--- config.mk ---
export PLATFORM = sky130hd
export DESIGN_NAME = sb_io_ddr_tx_flat
export DESIGN_NICKNAME = d
export VERILOG_FILES = /design/src/rtl/sb_io_ddr_tx_if.sv /design/src/rtl/sb_io_ddr_tx.sv /design/src/flat_wrapper.sv
export SDC_FILE = /design/constraint.sdc
export NUM_CORES = 1
export LEC_CHECK = 0
export BUFFER_PORTS_ARGS = -buffer_cell sky130_fd_sc_hd__buf_2
export CAP_MARGIN = 25
export CORE_AREA = 10 10 47 49
export DETAILED_ROUTE_END_ITERATION = 16
export DIE_AREA = 0 0 57 59
export GPL_ROUTABILITY_DRIVEN = 0
export PLACE_DENSITY = 0.87
export SYNTH_ARGS = -nofsm -noshare
export SYNTH_HDL_FRONTEND = slang
export SYNTH_SLANG_ARGS = --single-unit
--- constraint.sdc ---
create_clock -name clk -period 2.19 [get_ports clk]
set_input_delay 0.438 -clock clk [delete_from_list [all_inputs] [get_ports clk]]
set_output_delay 0.438 -clock clk [all_outputs]
set_load 0.02 [all_outputs]
--- src/rtl/sb_io_ddr_tx_if.sv ---
// Word handshake between a data source and the sb_io_ddr_tx serializer.
//   in_data  : word to transmit, bit 0 is sent first
//   in_valid : in_data is valid
//   in_ready : the serializer accepts on an edge where in_valid && in_ready
// master = word source, slave = serializer.
interface sb_io_ddr_tx_if #(
    parameter int WIDTH = 8
);
    logic [WIDTH-1:0] in_data;
    logic             in_valid;
    logic             in_ready;

    modport master (output in_data, output in_valid, input in_ready);
    modport slave  (input in_data, input in_valid, output in_ready);
endinterface

--- src/rtl/sb_io_ddr_tx.sv ---
// Parallel-to-DDR transmit serializer for an SB_IO in DDR-output mode.
// Takes WIDTH-bit words over a valid/ready handshake and sends two bits per
// clock, LSB first. Consecutive words stream without a gap. After the last
// word, the output enable stays high for TAIL_CYCLES cycles at the idle level,
// then the pad is released.
//   clk    : sole clock, also the SB_IO OUTPUT_CLK
//   rst    : synchronous, active-high reset
//   in_if  : word handshake (slave side)
//   dout_0 : SB_IO D_OUT_0, rising-edge bit (bit 2k of the word)
//   dout_1 : SB_IO D_OUT_1, falling-edge bit (bit 2k+1 of the word)
//   oen    : SB_IO OUTPUT_ENABLE
//   busy   : a word is being shifted or the tail is running
module sb_io_ddr_tx #(
    parameter int   WIDTH       = 8,
    parameter int   TAIL_CYCLES = 2,
    parameter logic IDLE_LEVEL  = 1'b0
) (
    input  logic            clk,
    input  logic            rst,
    sb_io_ddr_tx_if.slave   in_if,
    output logic            dout_0,
    output logic            dout_1,
    output logic            oen,
    output logic            busy
);
    localparam int BEATS = WIDTH / 2;
    localparam int CW    = (BEATS > 1) ? $clog2(BEATS) : 1;
    localparam int TW    = (TAIL_CYCLES > 0) ? $clog2(TAIL_CYCLES + 1) : 1;
    localparam logic [CW-1:0] LAST_BEAT = CW'(BEATS - 1);
    localparam logic [TW-1:0] TAIL_END  = TW'(TAIL_CYCLES);

    typedef enum logic [1:0] {
        ST_IDLE,
        ST_SHIFT,
        ST_TAIL
    } state_t;

    state_t           state_q, state_n;
    logic [CW-1:0]    cnt_q, cnt_n;
    logic [WIDTH-1:0] sh_q, sh_n;
    logic [TW-1:0]    tail_q, tail_n;
    logic             d0_q, d0_n;
    logic             d1_q, d1_n;
    logic             oen_q, oen_n;
    logic             ready;
    logic             accept;

    // A new word can be taken whenever the shifter is free or on its last beat.
    assign ready        = !rst && (state_q != ST_SHIFT || cnt_q == LAST_BEAT);
    assign in_if.in_ready = ready;
    assign accept       = in_if.in_valid && ready;
    assign busy         = !rst && (state_q != ST_IDLE);

    assign dout_0 = d0_q;
    assign dout_1 = d1_q;
    assign oen    = oen_q;

    always_comb begin
        state_n = state_q;
        cnt_n   = cnt_q;
        sh_n    = sh_q;
        tail_n  = tail_q;
        d0_n    = d0_q;
        d1_n    = d1_q;
        oen_n   = oen_q;

        if (accept) begin
            // Loading from any state; on a last beat this chains words with no gap.
            d0_n    = in_if.in_data[0];
            d1_n    = in_if.in_data[1];
            sh_n    = in_if.in_data >> 2;
            cnt_n   = '0;
            oen_n   = 1'b1;
            state_n = ST_SHIFT;
        end else begin
            unique case (state_q)
                ST_IDLE: begin
                    d0_n  = IDLE_LEVEL;
                    d1_n  = IDLE_LEVEL;
                    oen_n = 1'b0;
                end
                ST_SHIFT: begin
                    if (cnt_q != LAST_BEAT) begin
                        d0_n  = sh_q[0];
                        d1_n  = sh_q[1];
                        sh_n  = sh_q >> 2;
                        cnt_n = cnt_q + 1'b1;
                    end else begin
                        d0_n = IDLE_LEVEL;
                        d1_n = IDLE_LEVEL;
                        if (TAIL_CYCLES > 0) begin
                            tail_n  = TW'(1);
                            state_n = ST_TAIL;
                        end else begin
                            oen_n   = 1'b0;
                            state_n = ST_IDLE;
                        end
                    end
                end
                ST_TAIL: begin
                    d0_n = IDLE_LEVEL;
                    d1_n = IDLE_LEVEL;
                    if (tail_q == TAIL_END) begin
                        oen_n   = 1'b0;
                        state_n = ST_IDLE;
                    end else begin
                        tail_n = tail_q + 1'b1;
                    end
                end
                default: begin
                    d0_n    = IDLE_LEVEL;
                    d1_n    = IDLE_LEVEL;
                    oen_n   = 1'b0;
                    state_n = ST_IDLE;
                end
            endcase
        end
    end

    always_ff @(posedge clk) begin
        if (rst) begin
            state_q <= ST_IDLE;
            cnt_q   <= '0;
            sh_q    <= '0;
            tail_q  <= '0;
            d0_q    <= IDLE_LEVEL;
            d1_q    <= IDLE_LEVEL;
            oen_q   <= 1'b0;
        end else begin
            state_q <= state_n;
            cnt_q   <= cnt_n;
            sh_q    <= sh_n;
            tail_q  <= tail_n;
            d0_q    <= d0_n;
            d1_q    <= d1_n;
            oen_q   <= oen_n;
        end
    end
endmodule
--- src/flat_wrapper.sv ---
// flat-port wrapper written by rule: the top's interface ports become plain ports
module sb_io_ddr_tx_flat 
#(
    parameter int   WIDTH       = 8,
    parameter int   TAIL_CYCLES = 2,
    parameter logic IDLE_LEVEL  = 1'b0
)
  (clk, rst, dout_0, dout_1, oen, busy, in_if_in_data, in_if_in_valid, in_if_in_ready);
  sb_io_ddr_tx_if #(.WIDTH(WIDTH)) in_if_i ();
  input  logic clk;
  input  logic rst;
  output logic dout_0;
  output logic dout_1;
  output logic oen;
  output logic busy;
  input wire logic [$bits(in_if_i.in_data)-1:0] in_if_in_data;
  input wire logic [$bits(in_if_i.in_valid)-1:0] in_if_in_valid;
  output wire logic [$bits(in_if_i.in_ready)-1:0] in_if_in_ready;
  assign in_if_i.in_data = in_if_in_data;
  assign in_if_i.in_valid = in_if_in_valid;
  assign in_if_in_ready = in_if_i.in_ready;
  sb_io_ddr_tx #(.WIDTH(WIDTH), .TAIL_CYCLES(TAIL_CYCLES), .IDLE_LEVEL(IDLE_LEVEL)) u_core (.clk(clk), .rst(rst), .in_if(in_if_i), .dout_0(dout_0), .dout_1(dout_1), .oen(oen), .busy(busy));
endmodule
==> results of run 1 <==
## layout by cell type (no fill, tap or decap), drive strengths merged
master,n
nor2,12
or3b,1
inv,3
ha,2
dfxtp,15
nor4bb,1
nor3,2
nand3b,3
nand3,2
nand2b,1
a211oi,4
o21ai,2
nand2,3
a21o,1
buf,16
nor3b,2
a32o,1
clkbuf,4
nor4b,1
a21oi,5
mux2i,6
a31oi,1
## power by group through the flow
stage                     registers (W)  logic [W]  clock network, W
after floorplan                0.000305  0.0000542                 0
after global placement         0.000302  0.0000759                 0
after detailed placement       0.000303  0.0000778                 0
after CTS                      0.000296  0.0000781          0.000162
after global routing           0.000299  0.0000870          0.000177
final                          0.000296  0.0000771          0.000159
## area by class of cell
type / count / area [µm²] / share of cell area, %
clock buffers: 4 / 26.3 / 3.31
inverters: 3 / 11.3 / 1.42
repair buffers: 16 / 82.6 / 10.4
flip-flops and latches: 15 / 300 / 37.9
well taps: 16 / 20.0 / 2.52
multi-input cells: 50 / 353 / 44.5
## final timing paths
path | cells past startpoint | start | slack [ps] | end
worst max-delay path | 5 | u_core.cnt_q[0] | 350 | in_if_in_ready
worst min-delay path | 3 | in_if_in_data[1] | 420 | u_core.dout_1
worst max register to register | 4 | u_core.cnt_q[0] | 660 | u_core.sh_q[0]
worst min register to register | 2 | u_core.sh_q[0] | 460 | u_core.dout_0
## layer usage
layer  GRT usage (%)  vias up  part of all wire, %
met1            9.88      249                   43
li1                -      286                    -
met5               0        -                    0
met4            4.36        0                  2.1
met2            14.1       11                   49
met3            4.08        3                  6.1
## flip-flops by register name, indices dropped and copies added, names as in the netlist
name,flops
u_core.dout_1,1
u_core.cnt_q,2
u_core.dout_0,1
u_core.sh_q,6
u_core.tail_q,2
u_core.oen,1
u_core.state_q,2
## cell families after synthesis
family	Yosys count
AOI/OAI and AO/OA	14
adders and majority gates	2
buffers and inverters	8
DFF	15
muxes	6
and+or+nand+nor	28
## per-stage QoR
step | utilization [%] | cell area, µm² | setup slack (ps)
6_report | 56.6 | 793 | 355
5_1_grt | 56.6 | 793 | 255
4_1_cts | 56.6 | 793 | 343
3_5_place_dp | 54.7 | 767 | 629
3_3_place_gp | 54.7 | 767 | 683
2_1_floorplan | - | 689 | 537
## worst register-to-register path: stages (launching register included)
cell and delay, ps:
dfxtp_1 330, ha_1 240, or3b_1 570, nor2_1 210, a211oi_2 60
==> flow_summary_export.csv, run 1 <==
group,metric,value,unit
yosys,synth_mux_area_share,8.71,%
yosys,ys.flop_type,"dfxtp_1",
yosys,netlist_area,689,µm²
yosys,synth_top_area_cell,"dfxtp_1",
global_routing,grt_usage,8.91,%
power,net-switching-power,0.000140,W
place,post-dp-hpwl,987,µm
worst_setup_path,startpoint_type,"flip-flop",
drt,drtIter0Drc,1,
global_routing,grt_max_degree,19,
outcome,status,"finished clean",
flow_run,max_cap_violations,0,
worst_hold_path,holdCritPathClass,"in -> reg",
drt,drt-pass1-iter-count,2,
yosys,synth_nets,86,
yosys,ys_warn_count,0,
sta,timing.final.crit_period,1840,ps
final_layout,instances_no_fill,104,
place,port-buffer-count,15,
yosys,postSynthCellCount,73,
power,total_power,0.000532,W
yosys,synth_cell_type_count,25,
final_layout,fillers,140,
drt,wl_per_cell,13.0,µm
drt,via_count,549,
clock_tree,clkLatencyLatePin,290,ps
final_layout,nets,102,
drt,viasPerCell,5.28,
yosys,synthXorXnorAreaFrac,0,%
sta,finalHoldViolCount,0,
power,peakVddDrop,0.000451,V
power,p_leak,0.348,nW
worst_setup_path,critical_path_peak_fanout,8,
power,sequentialPowerShare,55.7,%
global_routing,first_global_vias,593,
worst_setup_path,path_cells,"ha_1 -> nor3b_2 -> buf_4 -> nor2_1 -> buf_2",
drt,antenna_left,0,
clock_tree,cts_setup_buffers,0,
drt,drc_errors,0,
yosys,synthSimpleGateAreaFrac,23.0,%
sta,whs,419,ps
floorplanning,die_w,57,µm
sta,tightest_slew,440,ps
power,pwr-share-comb,14.5,%
global_routing,antenna_found_initial,0,
yosys,synth_top_family_by_area,"simple AND/OR/NAND/NOR gates",
place,dp_cells,100,
clock_tree,cts_sinks,15,
final_layout,layout-drive-gt1-share,28.4,%
sta,rsz0062_at_grt,"no",
clock_tree,cts_made_buffers,3,
yosys,yosysTopAreaCellShare,43.6,%
drt,routed_wirelength,1.36,mm
sta,fin_setup_tns,0,ps
worst_setup_path,path_buf_inv,2,
yosys,synth_seq_cells,15,
yosys,synth.top_cells.by_count,"15 x dfxtp_1, 12 x nor2_1, 6 x mux2i_1, 5 x a21oi_1, 4 x a211oi_2",
worst_setup_path,crit_arrival,1400,ps
final_layout,syn_to_final_growth,15.1,%
power,power_frac_clock,29.8,%
clock_tree,h-tree-depth,1,
worst_setup_path,end_kind,"output pin",
power,power.share.switching,26.3,%
floorplanning,core-area,1400,µm²
sta,finClkSkew,2.17,ps
yosys,synth_edf_count,0,
power,power-per-cell-area,671,nW/µm²
worst_setup_path,cp_slowest_cell,"dfxtp_1",
clock_tree,cts_resized,0,
floorplanning,std_cell_rows,14,
worst_setup_path,required,1750,ps
sta,maxSlewHeadroom,70.7,%
yosys,synth_fa_ha_area_share,3.63,%
worst_setup_path,critical_path.max_stage_delay,330,ps
sta,slew_violations,0,
clock_tree,root_buffer,"clkbuf_4",
worst_setup_path,path_class,"reg -> out",
floorplanning,io_pins,16,
final_layout,num_antenna_cells,0,
yosys,synth-seq-area-share,43.6,%
clock_tree,hold_buffers,0,
worst_setup_path,cpLargestDelayFamily,"buffers and inverters",
floorplanning,die_h,59,µm
global_routing,grt_pass1_wl,2.46,mm
sta,fmax,545,MHz
yosys,yosysMostFrequentCell,"dfxtp_1",
yosys,postSynth.asyncResetShare,0,%
floorplanning,dieArea,3360,µm²
power,p_int,0.000392,W
yosys,synth_area_leaders,"dfxtp_1 44%, mux2i_1 8.7%, a211oi_2 7.3%, nor2_1 6.5%, a21oi_1 3.6%",
yosys,syn_area_per_cell,9.44,µm²
floorplanning,start_util,49.2,%
sta,finalCritPeriodShare,83.8,%
clock_tree,tritoncts,"built",
clock_tree,clock_path_buffers,2,
clock_tree,clkTransAtPathRegs,90,ps
yosys,synth_compound_area_share,15.8,%
sta,setup_violations,0,
global_routing,grt.overflow.total,0,
Power figures use the tool's default switching activity.
==> inputs of run 2 (changes only) <==
CORE_AREA = unset   (was 10 10 47 49)
CORE_MARGIN = 10   (was unset)
CORE_UTILIZATION = 45   (was unset)
DIE_AREA = unset   (was 0 0 57 59)
PLACE_DENSITY = 0.81   (was 0.87)
clock period = 1.6 ns   (was 2.19 ns; I/O delays follow)
==> flow_summary_export.csv, run 2 (same netlist as run 1, synthesis figures left out) <==
group,metric,value,unit
outcome,status,"finished clean",
place,pre_cts_slack,76.6,ps
sta,finClkSkew,4.89,ps
global_routing,grt_pass1_wl,2.38,mm
place,port-buffer-count,15,
clock_tree,tritoncts,"built",
final_layout,fillers,135,
final_layout,num_antenna_cells,0,
drt,routed_wirelength,1.44,mm
drt,wl_met1,610,µm
sta,setup_violations,0,
sta,fin_ws,51.0,ps
clock_tree,hold_buffers,0,
final_layout,final_cell_area,833,µm²
drt,drt-pass1-iter-count,2,
clock_tree,clkTransAtPathRegs,90,ps
worst_setup_path,critical_path_peak_fanout,4,
clock_tree,cts_sinks,15,
drt,dr_wl_met3,86,µm
power,power-per-cell-area,885,nW/µm²
clock_tree,h-tree-depth,1,
power,power.share.switching,26.2,%
worst_setup_path,path_cells,"ha_4 -> nor3b_4 -> nor2_1 -> buf_4",
global_routing,grt_usage,8.91,%
sta,fmax,646,MHz
power,pwr-share-comb,15.6,%
global_routing,grt.overflow.total,0,
global_routing,antenna_found_initial,0,
floorplanning,die_w,59.1,µm
power,net-switching-power,0.000193,W
power,sequentialPowerShare,55.4,%
sta,slew_violations,0,
final_layout,largest_reg_flops,6,
clock_tree,cts_made_buffers,3,
drt,drtIter0Drc,6,
drt,via_count,557,
worst_setup_path,path_class,"reg -> out",
worst_setup_path,crit_arrival,1230,ps
power,peakVddDrop,0.000433,V
final_layout,final_cell_mix,"14 x buf_2, 12 x nor2_1, 12 x dfxtp_1, 6 x mux2i_1, 5 x a21oi_1",
clock_tree,root_buffer,"clkbuf_4",
floorplanning,die_h,59.1,µm
drt,wl_per_cell,13.5,µm
worst_setup_path,required,1280,ps
floorplanning,start_util,46.9,%
drt,met2_length,690,µm
drt,antenna_left,0,
worst_hold_path,holdCritPathClass,"in -> reg",
worst_setup_path,cp_slowest_cell,"dfxtp_2",
global_routing,grt_max_degree,13,
place,detailed_place.area,782,µm²
final_layout,layout-drive-gt1-share,34.4,%
drt,drc_errors,0,
power,p_leak,0.357,nW
power,p_int,0.000545,W
clock_tree,clkLatencyLatePin,280,ps
sta,timing.final.crit_period,1550,ps
worst_setup_path,critical_path.max_stage_delay,340,ps
floorplanning,dieArea,3500,µm²
sta,maxSlewHeadroom,70.4,%
floorplanning,io_pins,16,
sta,tightest_slew,445,ps
sta,whs,294,ps
floorplanning,core-area,1470,µm²
global_routing,first_global_vias,571,
final_layout,seqCellArea,304,µm²
clock_tree,clock_path_buffers,2,
floorplanning,std_cell_rows,14,
sta,finalHoldViolCount,0,
final_layout,nets,104,
final_layout,multiInputGateArea,372,µm²
final_layout,final_common_cell,"buf_2",
place,post-dp-hpwl,1.09,mm
flow_run,max_cap_violations,0,
worst_setup_path,end_kind,"output pin",
drt,viasPerCell,5.25,
final_layout,regMostFlops,"u_core.sh_q",
worst_setup_path,cpLargestDelayFamily,"flip-flops",
worst_setup_path,path_buf_inv,1,
sta,finalCritPeriodShare,96.8,%
worst_setup_path,startpoint_type,"flip-flop",
drt,topRoutingLayerUsed,"met4",
power,power_frac_clock,29.0,%
final_layout,syn_to_final_growth,20.9,%
==> run 2: changes by cell type in the layout (fill, tap and decap cells not counted) <==
cell / delta
buf_2: -1
buf_4: +3
dfxtp_1: -3
dfxtp_2: +3
ha_1: -1
ha_4: +1
nor3b_2: -1
nor3b_4: +1
==> run 2: final cells by class <==
cell class | count | area share (%)
repair buffers | 18 | 12.0
multi-input cells | 50 | 44.6
flip-flops and latches | 15 | 36.5
clock buffers | 4 | 3.15
inverters | 3 | 1.35
well taps | 16 | 2.40
==> run 2: worst paths after layout <==
kind	startpoint	slack [ps]	endpoint	cells past startpoint
setup / recovery	u_core.cnt_q[1]	50	in_if_in_ready	4
hold / removal	in_if_in_data[1]	290	u_core.dout_1	3
setup reg to reg	u_core.cnt_q[1]	120	u_core.sh_q[3]	4
hold reg to reg	u_core.sh_q[1]	450	u_core.dout_1	2
==> run 2: repair_timing <==
item	CTS	global route
pin swaps	1	2
buffers inserted	0	0
endpoints found under the setup margin	1	1
gates resized for setup	1	6
==> run 2: power groups by stage <==
stage	clock [W]	sequential (W)	combinational [W]
2_1_floorplan	0	0.000418	0.0000742
3_3_place_gp	0	0.000414	0.000109
4_1_cts	0.000220	0.000406	0.000112
6_report	0.000214	0.000409	0.000115
3_5_place_dp	0	0.000415	0.000112
5_1_grt	0.000233	0.000412	0.000127
==> run 2: metal layers <==
| metal | vias to the layer above | track usage [%] |
|---|---|---|
| met5 | - | 0 |
| met4 | 0 | 8.85 |
| met3 | 5 | 3.43 |
| met2 | 8 | 14.4 |
| met1 | 254 | 8.27 |
| li1 | 290 | - |
==> run 2: through the flow <==
| step | power, W | std cells | TNS [ps] | util, % |
|---|---|---|---|---|
| floorplan | 0.000492 | 73 | 0 | - |
| global placement | 0.000523 | 102 | 0 | 53.1 |
| detailed placement | 0.000527 | 102 | 0 | 53.1 |
| CTS | 0.000739 | 106 | 0 | 55.1 |
| global route | 0.000773 | 106 | -2.97 | 56.6 |
| finish | 0.000738 | 106 | 0 | 56.6 |
==> run 2: tightest hold or removal path, delay by kind of cell <==
kind                   cells  cell delay (ps)
AO/OA/AOI/OAI              1               60
buffers and inverters      1              100
AND/OR/NAND/NOR            1               70
==> inputs of run 3 (changes only) <==
CORE_UTILIZATION = 48   (was 45)
CTS_BUF_LIST = sky130_fd_sc_hd__clkbuf_4 sky130_fd_sc_hd__clkbuf_8   (was unset)
PLACE_DENSITY = 0.85   (was 0.81)
==> flow_summary_export.csv, run 3 (same netlist as run 1, synthesis figures left out) <==
group,metric,value,unit
outcome,status,"finished clean",
clock_tree,cts_setup_buffers,0,
sta,timing.final.crit_period,1540,ps
global_routing,grt_max_degree,13,
final_layout,final_common_cell,"buf_2",
floorplanning,io_pins,16,
worst_setup_path,end_kind,"output pin",
drt,wl_per_cell,13.6,µm
worst_setup_path,crit_arrival,1220,ps
final_layout,largest_reg_flops,6,
clock_tree,cts_made_buffers,3,
final_layout,nets,104,
global_routing,grt.overflow.total,0,
final_layout,syn_to_final_growth,20.1,%
final_layout,fillers,114,
power,peakVddDrop,0.000574,V
worst_setup_path,path_buf_inv,1,
sta,finalCritPeriodShare,96.5,%
final_layout,final_util,62.1,%
drt,antenna_left,0,
sta,maxSlewHeadroom,71.1,%
sta,fmax,648,MHz
worst_setup_path,critical_path.max_stage_delay,350,ps
clock_tree,clkLatencyLatePin,280,ps
power,power-per-cell-area,906,nW/µm²
global_routing,antenna_found_initial,0,
place,post-dp-hpwl,1.10,mm
final_layout,num_antenna_cells,0,
floorplanning,die_h,57.9,µm
global_routing,grt_usage,9.14,%
floorplanning,core-area,1330,µm²
worst_setup_path,cpLargestDelayFamily,"flip-flops",
floorplanning,dieArea,3350,µm²
final_layout,regMostFlops,"u_core.sh_q",
sta,finClkSkew,4.06,ps
clock_tree,cts_sinks,15,
drt,drt-pass1-iter-count,4,
worst_hold_path,holdCritPathClass,"in -> reg",
drt,via_count,552,
clock_tree,h-tree-depth,1,
worst_setup_path,path_class,"reg -> out",
global_routing,first_global_vias,556,
sta,tightest_slew,433,ps
sta,setup_violations,0,
drt,drc_errors,0,
sta,finalHoldViolCount,0,
place,port-buffer-count,15,
flow_run,max_cap_violations,0,
worst_setup_path,critical_path_peak_fanout,4,
drt,drtIter0Drc,10,
clock_tree,clkTransAtPathRegs,90,ps
floorplanning,std_cell_rows,13,
floorplanning,die_w,57.9,µm
drt,viasPerCell,5.26,
place,dp_cells,101,
final_layout,layout-drive-gt1-share,34.4,%
worst_setup_path,path_cells,"ha_4 -> nor3b_2 -> nor2_1 -> buf_4",
worst_setup_path,cp_slowest_cell,"dfxtp_1",
clock_tree,clock_path_buffers,2,
power,p_leak,0.360,nW
clock_tree,root_buffer,"clkbuf_4",
final_layout,final_cell_mix,"14 x buf_2, 13 x dfxtp_1, 12 x nor2_1, 6 x mux2i_1, 5 x a21oi_1",
floorplanning,start_util,51.7,%
sta,slew_violations,0,
global_routing,grt_pass1_wl,2.40,mm
drt,routed_wirelength,1.43,mm
clock_tree,tritoncts,"built",
final_layout,instances_no_fill,105,
worst_setup_path,startpoint_type,"flip-flop",
worst_setup_path,required,1280,ps
-- run 3: repair_timing --
| item | in CTS | in global routing |
|---|---|---|
| pin swaps | 1 | 1 |
| gates resized for setup | 1 | 4 |
| hold buffers | 0 | 0 |
| setup endpoints to repair | 1 | 1 |
-- run 3: layout make-up --
| class | count | area [µm²] | share of cell area, % |
|---|---|---|---|
| clock buffers | 4 | 30.0 | 3.63 |
| well taps | 15 | 18.8 | 2.27 |
| flip-flops and latches | 15 | 303 | 36.6 |
| repair buffers | 18 | 100 | 12.1 |
| multi-input cells | 50 | 365 | 44.1 |
| inverters | 3 | 11.3 | 1.36 |
-- run 3: worst register-to-register path: stages, from the launching register on --
cell	delay (ps)
dfxtp_1	330
inv_1	60
ha_1	220
nor4b_2	350
nor2_1	140
a32o_1	270
-- run 3: final timing paths --
check / start / slack (ps) / cells after the start / end
worst max-delay path: u_core.cnt_q[1] / 60 / 4 / in_if_in_ready
worst min-delay path: in_if_in_data[0] / 300 / 3 / u_core.dout_0
worst max register to register: u_core.tail_q[0] / 120 / 5 / u_core.tail_q[1]
worst min register to register: u_core.sh_q[0] / 460 / 2 / u_core.dout_0
-- run 3: metal layers --
layer	wire (µm)	vias up	track usage, %
met2	691	8	14.7
met4	42	0	7.38
met5	0	-	0
met3	76	4	3.05
met1	616	252	9.46
li1	-	288	-
-- run 3: power breakdown --
part           total (W)  leakage, nW  switching, W  internal [W]
logic           0.000112        0.218     0.0000606     0.0000515
clock network   0.000230       0.0184      0.000116      0.000114
registers       0.000408        0.124     0.0000138      0.000394
total           0.000750        0.360      0.000190      0.000560
-- run 3: stage by stage --
step	total power (W)	TNS (ps)	hold slack [ps]	setup slack (ps)	area (µm²)
detailed placement	0.000526	0	453	107	781
floorplan	0.000492	0	431	183	689
global route	0.000784	-1.73	311	-1.73	828
CTS	0.000755	0	295	7.45	813
global placement	0.000522	0	446	144	781
finish	0.000750	0	299	56.6	828
